$ cat src/rtl/palette_lookup_arbiter_pkg.sv
// Shared types and constants for the palette lookup arbiter.
// Latency: n/a (types only).
// Backpressure: n/a (types only).
package palette_arb_pkg;

   localparam int COLOR_W = 4;
   localparam int IDX_W   = 4;

   typedef logic [IDX_W-1:0] idx_t;

   typedef struct packed {
      logic [COLOR_W-1:0] red;
      logic [COLOR_W-1:0] green;
      logic [COLOR_W-1:0] blue;
   } rgb_t;

   // Index reserved as the transparency key when that feature is built in
   localparam idx_t TRANSPARENT_IDX = '0;

endpackage

$ cat src/rtl/palette_lookup_arbiter_if.sv
// Requester, palette and response signals of the palette lookup arbiter.
// Latency: n/a (wires only); optional rsp_transparent under PAL_TRANSPARENT_EN.
// Backpressure: none; requesters hold req until grant, responses are fire-and-forget.
interface palette_lookup_arbiter_if
   import palette_arb_pkg::*;
#(
   parameter int NUM_REQ = 4
);
   localparam int ID_W = $clog2(NUM_REQ);

   logic [NUM_REQ-1:0]       req;
   idx_t [NUM_REQ-1:0]       req_index;
   logic [NUM_REQ-1:0]       grant;
   idx_t                     pal_index;
   logic [COLOR_W-1:0]       pal_red;
   logic [COLOR_W-1:0]       pal_green;
   logic [COLOR_W-1:0]       pal_blue;
   logic                     rsp_valid;
   logic [ID_W-1:0]          rsp_id;
   logic [COLOR_W-1:0]       rsp_red;
   logic [COLOR_W-1:0]       rsp_green;
   logic [COLOR_W-1:0]       rsp_blue;
`ifdef PAL_TRANSPARENT_EN
   logic                     rsp_transparent;
`endif

   // Arbiter side
   modport slave (
      input  req, req_index, pal_red, pal_green, pal_blue,
      output grant, pal_index, rsp_valid, rsp_id, rsp_red, rsp_green, rsp_blue
`ifdef PAL_TRANSPARENT_EN
      , output rsp_transparent
`endif
   );

   // Requester / palette side
   modport master (
      output req, req_index, pal_red, pal_green, pal_blue,
      input  grant, pal_index, rsp_valid, rsp_id, rsp_red, rsp_green, rsp_blue
`ifdef PAL_TRANSPARENT_EN
      , input rsp_transparent
`endif
   );

endinterface

$ cat src/rtl/palette_lookup_arbiter_rr_arbiter.sv
// Round-robin picker: first set req at or after ptr (wrapping) wins.
// Latency: purely combinational.
// Backpressure: none; no req gives grant=0 and any=0.
module rr_arbiter #(
   parameter int N = 4,
   parameter int W = $clog2(N)
) (
   input  logic [N-1:0] req,
   input  logic [W-1:0] ptr,
   output logic [N-1:0] grant,
   output logic [W-1:0] win,
   output logic         any
);

   logic [W-1:0] cand;

   // scan requesters from ptr upward, wrapping at N, and stop at the first hit
   always_comb begin
      grant = '0;
      win   = '0;
      any   = 1'b0;
      cand  = '0;
      for (int k = 0; k < N; k++) begin
         cand = W'((int'(ptr) + k) % N);
         if (!any && req[cand]) begin
            any   = 1'b1;
            win   = cand;
            grant = {{(N-1){1'b0}}, 1'b1} << cand;
         end
      end
   end

endmodule

$ cat src/rtl/palette_lookup_arbiter.sv
// Shares one palette lookup among NUM_REQ fetchers: round-robin grant, tagged response.
// Latency: grant same cycle as req; response 2 edges later; 1 lookup per cycle.
// Backpressure: none downstream; requesters hold req until grant. Option: PAL_TRANSPARENT_EN.
module palette_lookup_arbiter
   import palette_arb_pkg::*;
#(
   parameter int NUM_REQ = 4
) (
   input  logic                   Clk,
   input  logic                   Reset_n,
   palette_lookup_arbiter_if.slave bus
);
   localparam int ID_W = $clog2(NUM_REQ);

   logic [NUM_REQ-1:0] arb_grant;
   logic [ID_W-1:0]    arb_win;
   logic               arb_any;

   logic [ID_W-1:0]    ptr_q, ptr_d;
   logic               s1_valid_q, s1_valid_d;
   logic [ID_W-1:0]    s1_id_q, s1_id_d;
   idx_t               pal_index_q, pal_index_d;
   logic               rsp_valid_q, rsp_valid_d;
   logic [ID_W-1:0]    rsp_id_q, rsp_id_d;
   rgb_t               rsp_rgb_q, rsp_rgb_d;
   rgb_t               pal_rgb;
`ifdef PAL_TRANSPARENT_EN
   logic               rsp_transparent_q, rsp_transparent_d;
`endif

   rr_arbiter #(.N(NUM_REQ), .W(ID_W)) u_rr (
      .req   (bus.req),
      .ptr   (ptr_q),
      .grant (arb_grant),
      .win   (arb_win),
      .any   (arb_any)
   );

   assign pal_rgb = {bus.pal_red, bus.pal_green, bus.pal_blue};

   // grant is forced low while reset is held so no requester believes it was served
   assign bus.grant     = Reset_n ? arb_grant : '0;
   assign bus.pal_index = pal_index_q;
   assign bus.rsp_valid = rsp_valid_q;
   assign bus.rsp_id    = rsp_id_q;
   assign bus.rsp_red   = rsp_rgb_q.red;
   assign bus.rsp_green = rsp_rgb_q.green;
   assign bus.rsp_blue  = rsp_rgb_q.blue;
`ifdef PAL_TRANSPARENT_EN
   assign bus.rsp_transparent = rsp_transparent_q;
`endif

   // next state: pointer advance and stage-1 capture on grant, stage-2 capture on s1_valid
   always_comb begin
      ptr_d       = ptr_q;
      s1_valid_d  = arb_any;
      s1_id_d     = s1_id_q;
      pal_index_d = pal_index_q;
      rsp_valid_d = s1_valid_q;
      rsp_id_d    = rsp_id_q;
      rsp_rgb_d   = rsp_rgb_q;
`ifdef PAL_TRANSPARENT_EN
      rsp_transparent_d = rsp_transparent_q;
`endif
      if (arb_any) begin
         ptr_d       = (arb_win == ID_W'(NUM_REQ - 1)) ? '0 : arb_win + 1'b1;
         s1_id_d     = arb_win;
         pal_index_d = bus.req_index[arb_win];
      end
      // response fields only move with a valid lookup so idle cycles do not toggle them
      if (s1_valid_q) begin
         rsp_id_d  = s1_id_q;
         rsp_rgb_d = pal_rgb;
`ifdef PAL_TRANSPARENT_EN
         rsp_transparent_d = (pal_index_q == TRANSPARENT_IDX);
         if (pal_index_q == TRANSPARENT_IDX) begin
            rsp_rgb_d = '0;
         end
`endif
      end
   end

   // state registers; reset drops any lookup still in the pipeline
   always_ff @(posedge Clk or negedge Reset_n) begin
      if (!Reset_n) begin
         ptr_q       <= '0;
         s1_valid_q  <= 1'b0;
         s1_id_q     <= '0;
         pal_index_q <= '0;
         rsp_valid_q <= 1'b0;
         rsp_id_q    <= '0;
         rsp_rgb_q   <= '0;
`ifdef PAL_TRANSPARENT_EN
         rsp_transparent_q <= 1'b0;
`endif
      end else begin
         ptr_q       <= ptr_d;
         s1_valid_q  <= s1_valid_d;
         s1_id_q     <= s1_id_d;
         pal_index_q <= pal_index_d;
         rsp_valid_q <= rsp_valid_d;
         rsp_id_q    <= rsp_id_d;
         rsp_rgb_q   <= rsp_rgb_d;
`ifdef PAL_TRANSPARENT_EN
         rsp_transparent_q <= rsp_transparent_d;
`endif
      end
   end

endmodule

$ cat src/flat_wrapper.sv
// flat-port wrapper written by rule: the top's interface ports become plain ports
module palette_lookup_arbiter_flat import palette_arb_pkg::*;
#(
   parameter int NUM_REQ = 4
)
  (Clk, Reset_n, bus_req, bus_req_index, bus_pal_red, bus_pal_green, bus_pal_blue, bus_grant, bus_pal_index, bus_rsp_valid, bus_rsp_id, bus_rsp_red, bus_rsp_green, bus_rsp_blue);
  palette_lookup_arbiter_if #(.NUM_REQ(NUM_REQ)) bus_i ();
  input  logic Clk;
  input  logic Reset_n;
  input wire logic [$bits(bus_i.req)-1:0] bus_req;
  input wire logic [$bits(bus_i.req_index)-1:0] bus_req_index;
  input wire logic [$bits(bus_i.pal_red)-1:0] bus_pal_red;
  input wire logic [$bits(bus_i.pal_green)-1:0] bus_pal_green;
  input wire logic [$bits(bus_i.pal_blue)-1:0] bus_pal_blue;
  output wire logic [$bits(bus_i.grant)-1:0] bus_grant;
  output wire logic [$bits(bus_i.pal_index)-1:0] bus_pal_index;
  output wire logic [$bits(bus_i.rsp_valid)-1:0] bus_rsp_valid;
  output wire logic [$bits(bus_i.rsp_id)-1:0] bus_rsp_id;
  output wire logic [$bits(bus_i.rsp_red)-1:0] bus_rsp_red;
  output wire logic [$bits(bus_i.rsp_green)-1:0] bus_rsp_green;
  output wire logic [$bits(bus_i.rsp_blue)-1:0] bus_rsp_blue;
  assign bus_i.req = bus_req;
  assign bus_i.req_index = bus_req_index;
  assign bus_i.pal_red = bus_pal_red;
  assign bus_i.pal_green = bus_pal_green;
  assign bus_i.pal_blue = bus_pal_blue;
  assign bus_grant = bus_i.grant;
  assign bus_pal_index = bus_i.pal_index;
  assign bus_rsp_valid = bus_i.rsp_valid;
  assign bus_rsp_id = bus_i.rsp_id;
  assign bus_rsp_red = bus_i.rsp_red;
  assign bus_rsp_green = bus_i.rsp_green;
  assign bus_rsp_blue = bus_i.rsp_blue;
  palette_lookup_arbiter #(.NUM_REQ(NUM_REQ)) u_core (.Clk(Clk), .Reset_n(Reset_n), .bus(bus_i));
endmodule
$ cat config.mk
export PLATFORM = sky130hd
export DESIGN_NAME = palette_lookup_arbiter_flat
export DESIGN_NICKNAME = d
export VERILOG_FILES = /design/src/rtl/palette_lookup_arbiter_pkg.sv /design/src/rtl/palette_lookup_arbiter_if.sv /design/src/rtl/palette_lookup_arbiter_rr_arbiter.sv /design/src/rtl/palette_lookup_arbiter.sv /design/src/flat_wrapper.sv
export SDC_FILE = /design/constraint.sdc
export NUM_CORES = 1
export LEC_CHECK = 0
export ABC_AREA = 1
export CAP_MARGIN = 20
export CORE_UTILIZATION = 32
export DETAILED_ROUTE_END_ITERATION = 16
export DONT_BUFFER_PORTS = 1
export GPL_ROUTABILITY_DRIVEN = 0
export PLACE_DENSITY = 0.43
export SYNTH_ARGS = -nofsm -noshare
export SYNTH_HDL_FRONTEND = slang
export SYNTH_SLANG_ARGS = --single-unit
export TNS_END_PERCENT = 50
$ cat constraint.sdc
create_clock -name Clk -period 2.5 [get_ports Clk]
set_input_delay 0.5 -clock Clk [delete_from_list [all_inputs] [get_ports Clk]]
set_output_delay 0.5 -clock Clk [all_outputs]
set_load 0.005 [all_outputs]
==> results of run 1 <==
path summary, 6_finish.rpt:
kind | to | slack (ps) | cells after the start
max | bus_grant[3] | 100 | 10
min | u_core.bus.rsp_blue[3] | 390 | 1
max reg2reg | u_core.bus.pal_index[0] | 300 | 17
min reg2reg | u_core.bus.pal_index[3] | 530 | 2
max in group asynchronous | u_core.ptr_q[0] | 1610 | 2
min in group asynchronous | u_core.bus.rsp_blue[2] | 510 | 1
cell usage in the layout, fill, tap and decap left out, drive strengths merged:
master | synthesis | layout
nand2 | 64 | 64
dfrtp | 24 | 24
nand3 | 20 | 20
inv | 18 | 18
mux2 | 12 | 12
buf | 2 | 8
o21ai | 7 | 7
ha | 7 | 7
nor2 | 7 | 7
nand3b | 4 | 4
a21oi | 4 | 4
clkbuf | 2 | 4
a22oi | 2 | 2
a31oi | 2 | 2
nand4 | 2 | 2
a41oi | 2 | 2
clkinv | 1 | 1
o211ai | 1 | 1
dlygate4sd3 | 0 | 1
power by group through the flow:
stage | Clock [mW] | Combinational (mW) | Sequential (mW)
5_1_grt | 0.241 | 2.16 | 0.747
3_3_place_gp | 0 | 1.72 | 0.721
3_5_place_dp | 0 | 1.76 | 0.728
2_1_floorplan | 0 | 1.47 | 0.669
4_1_cts | 0.225 | 1.85 | 0.719
6_report | 0.214 | 1.90 | 0.718
final cells by class:
cell class                 instances  area (µm²)
timing repair buffer              10        95.1
fill                             488        2940
multi-input combinational        134         882
tap                               67        83.8
sequential                        24         601
clock buffer                       3        41.3
inverter                          19        77.6
cells in the mapped netlist, drive strengths merged:
cell type,n
o211ai,1
a22oi,2
mux2,12
dfrtp,24
a21oi,4
a31oi,2
nor2,7
nand4,2
nand3,20
nand3b,4
ha,7
clkbuf,2
nand2,64
a41oi,2
o21ai,7
buf,2
inv,18
clkinv,1
worst register-to-register path: cells and delay by family, from the launching register on:
kind                       cells  cell delay, ps
adders and majority gates      1             280
DFF                            1             420
buffers and inverters          4             380
and+or+nand+nor               12            1020
layer usage:
| layer | vias up | global-route usage (%) |
|---|---|---|
| met1 | 584 | 15.5 |
| met3 | 4 | 2.95 |
| met5 | - | 0 |
| met4 | 0 | 4.58 |
| met2 | 53 | 23.8 |
| li1 | 611 | - |
sequential cells by signal, summed over array words and instances (netlist names):
signal	count
u_core.bus.rsp_blue	4
u_core.rsp_valid_d	1
u_core.bus.rsp_red	4
u_core.ptr_q	2
u_core.bus.rsp_id	2
u_core.s1_id_q	2
u_core.bus.pal_index	4
u_core.bus.rsp_valid	1
u_core.bus.rsp_green	4
repair_timing:
action,CTS,global route
resized for setup,1,6
pin swaps,2,3
buffers inserted,2,1
hold buffers,1,0
endpoints found under the hold margin,24,0
setup endpoints to repair,2,4
cell families (layout without fill, tap and decap cells):
| family | after synthesis | in the layout | share of synthesized area [%] |
|---|---|---|---|
| compound gates | 18 | 18 | 7.13 |
| flops | 24 | 24 | 38.4 |
| buf+inv | 23 | 32 | 6.89 |
| mux | 12 | 12 | 8.65 |
| simple gates | 97 | 97 | 33.3 |
| fa+ha+maj | 7 | 7 | 5.60 |
per-stage QoR:
stage | area [µm²] | cells | utilization [%]
global route | 1780 | 257 | 37.7
detailed placement | 1650 | 249 | 35.0
global placement | 1650 | 249 | 35.0
finish | 1780 | 257 | 37.7
floorplan | 1560 | 181 | -
CTS | 1730 | 255 | 36.7
==> results.sh, run 1 <==
export IMPL_fin_worst_skew_ps=1.86
export IMPL_power_leakage_nw=0.844
export IMPL_fp_dieArea_um2=5170
export IMPL_crit_required_ps=2000
export IMPL_switchingPower_mw=1.43
export IMPL_pre_cts_slack_ps=202
export IMPL_met2_length_mm=1.66
export IMPL_p_comb_share_pct=67.1
export IMPL_antenna_found_initial=0
export IMPL_hpwlAfterDp_mm=2.53
export IMPL_clock_tree_buffer_depth=2
export IMPL_num_vias=1252
export IMPL_relSlewSlack_pct=58.7
export IMPL_whs_ps=392
export IMPL_vias_per_cell=4.87
export IMPL_overflow=0
export IMPL_ys_top_cells_by_area="dfrtp_1 38%, nand2_1 12%, mux2_2 8.6%"
export IMPL_cp_startpoint="u_core.ptr_q[0]"
export IMPL_worst_path_buf_inv=3
export IMPL_drive_above_1_share_pct=30.0
export IMPL_row_count=25
export IMPL_status="finished clean"
export IMPL_critPathKind="flip-flop to primary output"
export IMPL_cp_arrival_ps=1900
export IMPL_die_w_um=71.9
export IMPL_crit_top_cell="nand2_4"
export IMPL_cts_buffers=3
export IMPL_port_buffers=0
export IMPL_core_area_um2=4720
export IMPL_finalHoldViolations=0
export IMPL_ios=57
export IMPL_synthDistinctLibCells=27
export IMPL_critical_path_top_delay_family="simple AND/OR/NAND/NOR gates"
export IMPL_cp_max_fo=12
export IMPL_total_power_mw=2.83
export IMPL_cts_sink_count=24
export IMPL_n_antenna_cell=0
export IMPL_wl_per_cell_um=13.0
export IMPL_wirelength_mm=3.34
export IMPL_clk_latency_ps=250
export IMPL_synth_fp_nets=222
export IMPL_start_util_pct=33.1
export IMPL_grt_pass1_wl_mm=5.43
export IMPL_worstMarginPinSlew_ps=620
export IMPL_ys_seq_area_share_pct=38.4
export IMPL_grt_util_all_layers_pct=13.3
export IMPL_pwr_share_seq_pct=25.4
export IMPL_synth_area_per_cell_um2=8.63
export IMPL_finalSetupViolations=0
export IMPL_finalCritPeriodShare_pct=95.9
export IMPL_die_h_um=71.9
export IMPL_yosys_area_top_type="dfrtp_1"
export IMPL_detail_route_antenna_nets=0
export IMPL_cts_root_buf="clkbuf_8"
export IMPL_grt_max_degree=25
export IMPL_ys_ff_latch=24
export IMPL_cp_cell_sequence="buf_4 -> nand2_2 -> nand2_4 -> nand2_4 -> nand2_4 -> clkinv_2 -> nand4_4 -> o21ai_1 -> a41oi_2 -> buf_4"
export IMPL_top_layer_used="met4"
export IMPL_synth_top_area_share_pct=38.4
export IMPL_hold_start="bus_pal_blue[3]"
export IMPL_startpoint_type="flip-flop"
export IMPL_worst_slack_ps=102
export IMPL_drv_cap=0
export IMPL_drcViolationCount=0
export IMPL_vdd_drop_max_v=0.000516
export IMPL_cts_tree="built"
export IMPL_syn_to_final_growth_pct=13.9
export IMPL_yosysWarnings=0
export IMPL_intPower_mw=1.39
export IMPL_drtIter0Drc=58
export IMPL_max_stage_delay_ps=430
export IMPL_maxSlewViolCount=0
export IMPL_r2r_start="u_core.ptr_q[0]"
export IMPL_cts_htree_levels=1
export IMPL_switching_share_pct=50.7
export IMPL_fin_crit_ps=2400
export IMPL_power_density_nw_per_um2=1590
export IMPL_wl_met3_um=174
export IMPL_holdCritPathClass="input pin to flip-flop"
export IMPL_wl_met1_mm=1.48
export IMPL_synth_area_um2=1560
export IMPL_nets=233
export IMPL_max_freq_mhz=417
export IMPL_first_global_vias=1232
export IMPL_tns_ps=0
export IMPL_synthCells=181
export IMPL_cpMaxStageDelayCell="dfrtp_1"
export IMPL_worstSetupEndpointType="primary output"
export IMPL_clkPwrFrac_pct=7.6
export IMPL_path_clk_slew_ps=70
export IMPL_firstDrtPassIters=5
Note: power is estimated with default switching activity, not from simulation.
==> run 2, diff against run 1 <==
- CTS_CLUSTER_DIAMETER: default -> 40
==> results of run 2 <==
The final DEF is identical to that of run 1; final timing and power are the same.
==> run 3, diff against run 2 <==
- GPL_TIMING_DRIVEN: default -> 0
==> run 3 against run 2 <==
Net effect:
- clock power up 15%
- clock-buffer cell count up 1
- setup slack better by 12 ps
- final cell count up 3.1%
- worst hold slack worse by 16 ps
- critical path depth up 1
- maximum frequency up 0.50%
- sequential share of layout area down 2.1 points
- power up 11%
- sequential power down 5.7%
==> results.sh, run 3 (synthesized netlist as in run 1, its figures left out) <==
export IMPL_status="finished clean"
export IMPL_finalHoldViolations=0
export IMPL_vdd_drop_max_v=0.000730
export IMPL_die_h_um=71.9
export IMPL_maxSlewViolCount=0
export IMPL_overflow=0
export IMPL_cts_tree="built"
export IMPL_detail_route_antenna_nets=0
export IMPL_drv_cap=0
export IMPL_switching_share_pct=49.9
export IMPL_clock_tree_buffer_depth=2
export IMPL_finalCritPeriodShare_pct=95.4
export IMPL_port_buffers=0
export IMPL_drive_above_1_share_pct=34.8
export IMPL_wirelength_mm=3.52
export IMPL_worstSetupEndpointType="primary output"
export IMPL_die_w_um=71.9
export IMPL_holdCritPathClass="flip-flop to flip-flop"
export IMPL_drcViolationCount=0
export IMPL_hold_start="u_core.rsp_valid_d"
export IMPL_antenna_found_initial=0
export IMPL_fin_crit_ps=2390
export IMPL_cts_sink_count=24
export IMPL_hpwlAfterDp_mm=2.42
export IMPL_num_vias=1291
export IMPL_n_antenna_cell=0
export IMPL_finish_utilization_pct=40.3
export IMPL_relSlewSlack_pct=67.2
export IMPL_dpl_cell_area_um2=1650
export IMPL_grt_max_degree=25
export IMPL_grt_pass1_wl_mm=5.95
export IMPL_worstMarginPinSlew_ps=492
export IMPL_cts_buffers=3
export IMPL_firstDrtPassIters=4
export IMPL_power_leakage_nw=0.881
export IMPL_power_density_nw_per_um2=1640
export IMPL_core_area_um2=4720
export IMPL_rsz0062_at_grt="no"
export IMPL_rr_worst_depth=16
export IMPL_drtIter0Drc=32
export IMPL_cts_htree_levels=1
export IMPL_layout_common_cells="49 x nand2_1, 23 x dfrtp_1, 16 x nand3_1"
export IMPL_finalSetupViolations=0
export IMPL_fin_worst_skew_ps=3.76
export IMPL_holdPathEnd="u_core.bus.rsp_valid"
export IMPL_p_comb_share_pct=70.5
export IMPL_r2r_start="u_core.ptr_q[1]"
export IMPL_pre_cts_slack_ps=-159
export IMPL_startpoint_type="flip-flop"
export IMPL_intPower_mw=1.57
export IMPL_worst_r2r_setup_slack_ps=300
export IMPL_rr_endpoint="u_core.bus.pal_index[1]"
export IMPL_start_util_pct=33.1
export IMPL_fp_dieArea_um2=5170
export IMPL_crit_required_ps=2000
export IMPL_vias_per_cell=4.87
export IMPL_path_clk_slew_ps=70
export IMPL_switchingPower_mw=1.56
export IMPL_row_count=25
export IMPL_critPathKind="flip-flop to primary output"
export IMPL_syn_to_final_growth_pct=21.9
export IMPL_nets=240
export IMPL_final_common_cell="nand2_1"
export IMPL_final_cell_area_um2=1900
export IMPL_cp_max_fo=9
export IMPL_clkPwrFrac_pct=7.9
export IMPL_min_delay_path_depth=0
export IMPL_ios=57
export IMPL_grt_util_all_layers_pct=14.4
export IMPL_cts_root_buf="clkbuf_8"
export IMPL_wl_per_cell_um=13.3
export IMPL_pwr_share_seq_pct=21.6
export IMPL_cp_arrival_ps=1890
export IMPL_clk_latency_ps=250
export IMPL_max_freq_mhz=419
export IMPL_first_global_vias=1321
export IMPL_worst_slack_ps=114
## run 3: how the worst max path moves through the flow
stage	startpoint	end	slack (ps)	depth (start not counted)
after floorplan	u_core.ptr_q[1]	bus_grant[0]	230	9
after global placement	u_core.ptr_q[1]	bus_grant[0]	-120	9
after detailed placement	u_core.ptr_q[1]	bus_grant[0]	-160	9
after CTS	u_core.ptr_q[0]	bus_grant[0]	30	10
after global routing	u_core.ptr_q[0]	bus_grant[0]	20	11
final	u_core.ptr_q[0]	bus_grant[3]	110	11
## run 3: what timing repair did
item	4_1_cts	5_1_grt
setup buffers	8	2
hold endpoints to repair	24	0
pin swaps	5	4
gates cloned	0	1
hold buffers	1	0
resized for setup	10	9
setup endpoints to repair	8	7
## run 3: worst max-delay path, stage by stage (launching register included)
cell,delay [ps]
dfrtp_1,400
buf_6,140
inv_8,50
buf_4,170
nand2_4,70
nand2_4,70
nand2_4,50
nand2_4,130
clkinv_2,120
nand4_4,140
o21ai_1,80
a41oi_2,200
## run 3: through the flow
step / total power, mW / setup TNS, ps / hold WS [ps] / std cells
global route: 3.49 / 0 / 369 / 265
finish: 3.13 / 0 / 376 / 265
CTS: 2.99 / 0 / 377 / 261
global placement: 2.46 / -571 / 205 / 248
floorplan: 2.14 / 0 / 204 / 181
detailed placement: 2.49 / -687 / 205 / 248
## run 3: per-layer routing
layer / GRT usage, % / share of wire (%) / up-vias
li1: - / - / 631
met3: 1.83 / 5.5 / 2
met1: 18.5 / 46 / 601
met4: 3.27 / 0.71 / 0
met2: 25.7 / 48 / 57
met5: 0 / 0 / -
## run 3: power groups by stage
| stage | Combinational (mW) | Sequential, mW | Clock, mW |
|---|---|---|---|
| floorplan | 1.47 | 0.669 | 0 |
| global placement | 1.76 | 0.699 | 0 |
| detailed placement | 1.79 | 0.702 | 0 |
| CTS | 2.05 | 0.678 | 0.260 |
| global route | 2.51 | 0.696 | 0.278 |
| finish | 2.21 | 0.677 | 0.246 |
## run 3: area by class of cell
| type | count | area [µm²] |
|---|---|---|
| Timing Repair Buffer | 12 | 113 |
| Tap cell | 67 | 83.8 |
| Multi-Input combinational cell | 135 | 937 |
| Clock buffer | 4 | 55.1 |
| Fill cell | 485 | 2820 |
| Buffer | 4 | 30.0 |
| Inverter | 19 | 83.8 |
| Sequential cell | 24 | 602 |
